--- config.mk ---
export PLATFORM = sky130hd
export DESIGN_NAME = hour_counter_cfg
export DESIGN_NICKNAME = d
export VERILOG_FILES = /design/src/rtl/hour_counter_cfg.sv
export SDC_FILE = /design/constraint.sdc
export NUM_CORES = 1
export LEC_CHECK = 0
export CAP_MARGIN = 5
export CORE_MARGIN = 10
export CORE_UTILIZATION = 32
export CTS_CLUSTER_SIZE = 10
export DETAILED_ROUTE_END_ITERATION = 7
export GPL_ROUTABILITY_DRIVEN = 1
export GPL_TIMING_DRIVEN = 0
export PLACE_DENSITY_LB_ADDON = 0.05
export SLEW_MARGIN = 15
export SYNTH_ARGS = -nofsm -noshare
export SYNTH_HDL_FRONTEND = slang
export SYNTH_SLANG_ARGS = --single-unit
--- constraint.sdc ---
create_clock -name clk_i -period 4 [get_ports clk_i]
set_input_delay 1.2 -clock clk_i [delete_from_list [all_inputs] [get_ports clk_i]]
set_output_delay 1.2 -clock clk_i [all_outputs]
set_load 0.01 [all_outputs]
--- src/rtl/hour_counter_cfg.sv ---
// Hour counter for the clock datapath. Keeps the hour as binary 0..23, advances it every
// PRESCALE inc strobes, supports load and decrement for time setting, and decodes the hour
// into BCD tens/ones digits for a 12h or 24h display.
module hour_counter_cfg #(
  parameter int unsigned PRESCALE   = 60,
  parameter int unsigned RESET_HOUR = 0
) (
  input  logic       clk_i,
  input  logic       rst_i,
  input  logic       inc_i,
  input  logic       dec_i,
  input  logic       load_i,
  input  logic [4:0] load_hour_i,
  input  logic       mode_24_i,
  output logic [1:0] out_h10_o,
  output logic [3:0] out_h1_o,
  output logic       pm_o,
  output logic       carry_o,
  output logic       load_err_o
);

  // With PRESCALE = 1 a single prescaler bit is kept and pinned at zero.
  localparam int unsigned PreW      = (PRESCALE > 1) ? $clog2(PRESCALE) : 1;
  localparam logic [PreW-1:0] PreMax = PreW'(PRESCALE - 1);
  localparam logic [4:0] ResetHour  = 5'(RESET_HOUR);
  localparam logic [4:0] LastHour   = 5'd23;

  logic [4:0]      hour_q, hour_d;
  logic [PreW-1:0] pre_q, pre_d;
  logic            carry_q, carry_d;
  logic            load_err_q, load_err_d;
  logic [4:0]      disp_hour;

  // Next-state: load beats inc/dec; inc and dec together cancel out.
  always_comb begin
    hour_d     = hour_q;
    pre_d      = pre_q;
    carry_d    = 1'b0;
    load_err_d = 1'b0;
    if (load_i) begin
      if (load_hour_i <= LastHour) begin
        hour_d = load_hour_i;
        pre_d  = '0;
      end else begin
        load_err_d = 1'b1;
      end
    end else if (inc_i && !dec_i) begin
      if (pre_q == PreMax) begin
        pre_d = '0;
        if (hour_q == LastHour) begin
          hour_d  = 5'd0;
          carry_d = 1'b1;
        end else begin
          hour_d = hour_q + 5'd1;
        end
      end else begin
        pre_d = pre_q + PreW'(1);
      end
    end else if (dec_i && !inc_i) begin
      pre_d  = '0;
      hour_d = (hour_q == 5'd0) ? LastHour : hour_q - 5'd1;
    end
  end

  // State and registered pulses with synchronous reset.
  always_ff @(posedge clk_i) begin
    if (rst_i) begin
      hour_q     <= ResetHour;
      pre_q      <= '0;
      carry_q    <= 1'b0;
      load_err_q <= 1'b0;
    end else begin
      hour_q     <= hour_d;
      pre_q      <= pre_d;
      carry_q    <= carry_d;
      load_err_q <= load_err_d;
    end
  end

  // Pick the displayed hour: 00..23 in 24h mode, 01..12 in 12h mode.
  always_comb begin
    disp_hour = hour_q;
    if (!mode_24_i) begin
      if (hour_q == 5'd0) begin
        disp_hour = 5'd12;
      end else if (hour_q > 5'd12) begin
        disp_hour = hour_q - 5'd12;
      end
    end
  end

  // Binary-to-BCD for 0..23 by range compare.
  always_comb begin
    if (disp_hour >= 5'd20) begin
      out_h10_o = 2'd2;
      out_h1_o  = 4'(disp_hour - 5'd20);
    end else if (disp_hour >= 5'd10) begin
      out_h10_o = 2'd1;
      out_h1_o  = 4'(disp_hour - 5'd10);
    end else begin
      out_h10_o = 2'd0;
      out_h1_o  = 4'(disp_hour);
    end
  end

  assign pm_o       = (hour_q >= 5'd12);
  assign carry_o    = carry_q;
  assign load_err_o = load_err_q;

endmodule

## After elaboration in Yosys (flattened, before gate mapping)

Cells that the tools add are included.
Widths: inputs -> output; s select.

- Bits in registers: 13
- Input port bits: 11

- $add $sub $neg: 6
- $lt $le $gt $ge: 5
- Equal/unequal tests: 4
- Mux-type cells: 21
- Bitwise gates (word level): 3
- Reductions and logical operators: 10

Operators with widths:

| cell | count |
|---|---|
| $mux 5 | 10 |
| $mux 6 | 5 |
| $ge 5x4->1 const B | 2 |
| $mux 4 | 2 |
| $add 6x1->6 const B | 1 |
| $eq 6x6->1 const B | 1 |
| $add 5x1->5 const B | 1 |
| $eq 5x5->1 const B | 1 |
| $ge 5x5->1 const B | 1 |
| $gt 5x4->1 const B | 1 |
| $le 5x5->1 const B | 1 |
| $logic_not 5->1 | 1 |
| $sub 5x1->5 const B | 1 |
| $sub 5x4->5 const B | 1 |
| $reduce_or 4->1 | 1 |
| $sub 4x3->4 const B | 1 |
| $sub 4x4->4 const B | 1 |
| $mux 1 | 3 |
| $ne 3x2->1 const B | 1 |
| $not 1->1 | 3 |
| $reduce_and 3->1 | 1 |
| $reduce_bool 3->1 | 1 |
| $logic_and 1x1->1 | 2 |
| $logic_not 1->1 | 2 |
| other kinds (4) | 4 |

## Logic depth before layout (Yosys ltp)

- Word-level depth: 7
- Depth in mapped cells: 11

## Least setup slack after synthesis

Ideal clock, no wire load.

- Path kind: input port to output port
- Start point: input port mode_24_i
- End point: output port out_h1_o[3]
- Arrival time: 2.856 ns
- Data required time: 2.800 ns
- Setup slack: -0.056 ns
- Cell stages on the path: 8
- Path buffers: 1
- Cells stage by stage: buf_6 > nor4bb_4 > a21oi_1 > ha_1 > a21o_2 > o311a_4 > nor2b_1 > a21oi_1

- Longest elaborated chain between the ends: 4

Ends and longest elaborated chain:

| item | RTL line | RTL |
|---|---|---|
| start, declared | 14 | `input logic mode_24_i,` |
| $mux 5 (*) | 83 | `if (!mode_24_i) begin` |
| $sub 4x4->4 / $ge 5x4->1 (equally long branches) | 99, 97 |  |
| $mux 4 | 97 | `end else if (disp_hour >= 5'd10) begin` |
| $mux 4 (*) | 94 | `if (disp_hour >= 5'd20) begin` |
| end, declared | 16 | `output logic [3:0] out_h1_o,` |

Mark *: on every way between the ends. The rest lies on a longest branch, timed or not.

## Worst setup path in the final report

- Start point: input port mode_24_i
- End point: output port out_h1_o[1]

Same word-level chain as after synthesis.

==> results.cfg <==
[logic_synthesis]
yosysWarnings = 0
yosysSeqAreaShare_pct = 20.7
synth-seq-cells = 13
async_flop_share_pct = 0
post-synth-top-area-fraction_pct = 20.7
avgSynthCellArea_um2 = 8.37
synthDistinctLibCells = 55
ys_top_cells_by_area = dfxtp_1, ha_1, nand2_1
syn_area_um2 = 1250
synth_top_area_cell = dfxtp_1
synth.net_count = 169
synth-edff-count = 0
synth_ff_type = dfxtp_1
syn_inst = 150

[timing]
fin_ws_ns = -0.0988
post-route-period-util_pct = 102
hold_slack_ns = 0.515
clock_skew_ns = 0.00692
clock.fmax_mhz = 244
drv_slew = 0
period_needed_ns = 4.10
tightestPinTransition_ns = 0.463
hold_viol = 0
tns_ns = -0.272
rsz0062_at_grt = yes
relSlewSlack_pct = 69.1
setup_viol = 4

[final_layout]
seqCellArea_um2 = 262
area_growth_syn_to_layout_pct = 29.7
antenna_cells = 0
stdcell_area_um2 = 1630
nets = 196
multi_input_area_um2 = 982
fin_util_pct = 43.8
fillCellCount = 398
drive_gt1_share_pct = 23.9

[floorplan]
die_w_um = 82.6
start_util_pct = 33.8
dieArea_um2 = 6830
die_h_um = 82.6
num_rows = 22
ios = 20
core-area_um2 = 3720

[global_routing]
grt_pass1_wl_um = 5910
grt_antenna_before_repair = 0
grt_overflow = 0
grt_pass1_vias = 1245
grt_usage_pct = 10.7
grt_max_degree = 11

[setup_path]
worstPathArrival_ns = 2.90
cp_max_fo = 8
start_kind = input pin
worstPathRequired_ns = 2.80
critPathKind = in2out
end_kind = output port

[placed_design]
dpl-instance-area_um2 = 1510
port_buffers = 17
gp_routability_congestion = 0.805
hpwl_um = 2600

[clock_tree]
cts_htree_levels = 1
clk_pin_slew_ns = 0.05
cts_tree = yes
holdBufCountCts = 0
cts_max_path_buffers = 2
cts_made_buffers = 3
insertion_delay_ns = 0.24
numClockSinks = 13
cts_root_buf = clkbuf_8

[routing]
via_per_inst = 5.29
firstDrtPassIters = 4
vias = 1186
drt_wl_total_um = 3400
detail-route-antenna-nets = 0
wl_per_cell_um = 15.2
route.detailed.drc = 0
drtIter0Drc = 62

[worst_hold_path]
hold_path_class = reg2reg

[power_and_ir_drop]
comb_power_share_pct = 50.6
powerDensity_nw_per_um2 = 334
p_sw_share_pct = 36.5
internal_power_w = 0.000345
switchingPower_w = 0.000198
p_leak_nw = 0.599
p_clk_share_pct = 22.1
seqPwrFrac_pct = 27.3
peakVddDrop_mv = 0.158

[outcome]
violations = setup timing
status = finished with violations

[job]
max-cap-violations = 0
-- synthesized netlist by cell type (2+ instances only) --
cell type / count
nand4_1: 2
clkbuf_1: 2
o211ai_1: 3
o21ai_2: 2
ha_1: 8
xnor2_1: 7
dfxtp_1: 13
nor2_1: 12
o21ai_0: 5
nor2b_1: 2
nand3_1: 10
or3_1: 2
o21a_1: 3
nand2b_1: 4
nor2b_4: 2
nand2_1: 17
xor2_1: 3
inv_1: 5
a2111o_1: 2
buf_6: 3
a21oi_1: 8
a311oi_1: 2
-- cell type report --
cell class	count	area share, %
Buffer	6	3.92
Clock buffer	4	2.77
Timing Repair Buffer	22	11.8
Inverter	6	1.38
Multi-Input combinational cell	125	60.3
Tap cell	48	3.69
Sequential cell	13	16.1
-- critical path: stages --
cell	delay (ns)
buf_12	0.11
nor4bb_4	0.34
a21oi_2	0.08
ha_4	0.17
a21o_4	0.20
o311a_4	0.39
nor2b_4	0.16
xnor2_2	0.11
buf_2	0.14
-- sequential cells by signal, indices dropped and copies added, names as in the netlist --
| signal | flops |
|---|---|
| pre_q | 6 |
| hour_q | 5 |
| carry_o | 1 |
| load_err_o | 1 |
-- path summary, 6_finish.rpt --
path             start  depth (start not counted)     endpoint  slack, ns
min reg2reg   pre_q[3]                          2     pre_q[3]       0.51
min           pre_q[3]                          2     pre_q[3]       0.51
max          mode_24_i                          9  out_h1_o[1]       -0.1
max reg2reg  hour_q[2]                          7    hour_q[3]       2.12
-- cell families (layout without fill, tap and decap cells) --
group,Yosys count,count (layout),synth area share [%]
flops,13,13,20.7
xor+xnor,10,10,6.98
mux,1,1,0.897
compound gates,44,44,28.9
buf+inv,12,38,6.18
fa+ha+maj,8,8,7.98
simple gates,62,62,28.3
-- power by group through the flow --
stage	Combinational, W	Sequential (W)	Clock (W)
4_1_cts	0.000266	0.000148	0.000124
3_5_place_dp	0.000256	0.000151	0
5_1_grt	0.000301	0.000149	0.000130
6_report	0.000275	0.000148	0.000120
3_3_place_gp	0.000255	0.000150	0
2_1_floorplan	0.000178	0.000148	0
-- cell usage in the layout, fill, tap and decap left out, drive strengths merged, types with 3 or more instances in the layout --
| cell | n |
|---|---|
| nor2b | 4 |
| o211ai | 3 |
| nor2 | 12 |
| nand2 | 17 |
| nand2b | 4 |
| buf | 12 |
| clkdlybuf4s50 | 12 |
| dfxtp | 13 |
| ha | 8 |
| o21ai | 8 |
| nand3 | 10 |
| xnor2 | 7 |
| inv | 6 |
| o21a | 3 |
| xor2 | 3 |
| clkbuf | 7 |
| a21oi | 9 |
-- repair_timing --
action | 4_1_cts | 5_1_grt
buffers inserted | 4 | 1
resized for setup | 27 | 4
gates cloned | 0 | 0
pin swaps | 2 | 2
setup endpoints to repair | 5 | 5
-- through the flow --
| step | setup WS (ns) | cells | total power, W |
|---|---|---|---|
| 2_1_floorplan | 0.00954 | 150 | 0.000326 |
| 3_3_place_gp | -0.606 | 215 | 0.000405 |
| 3_5_place_dp | -0.630 | 215 | 0.000407 |
| 4_1_cts | -0.103 | 223 | 0.000538 |
| 5_1_grt | -0.202 | 224 | 0.000580 |
| 6_report | -0.0988 | 224 | 0.000543 |
-- layer usage --
layer	part of all wire, %	track usage (%)	wire (um)
met5	0	0	0
met4	1.2	3.68	41
met3	3.3	1.84	113
met2	48	18.0	1650
met1	47	13.4	1600
Power figures use the tool's default switching activity.
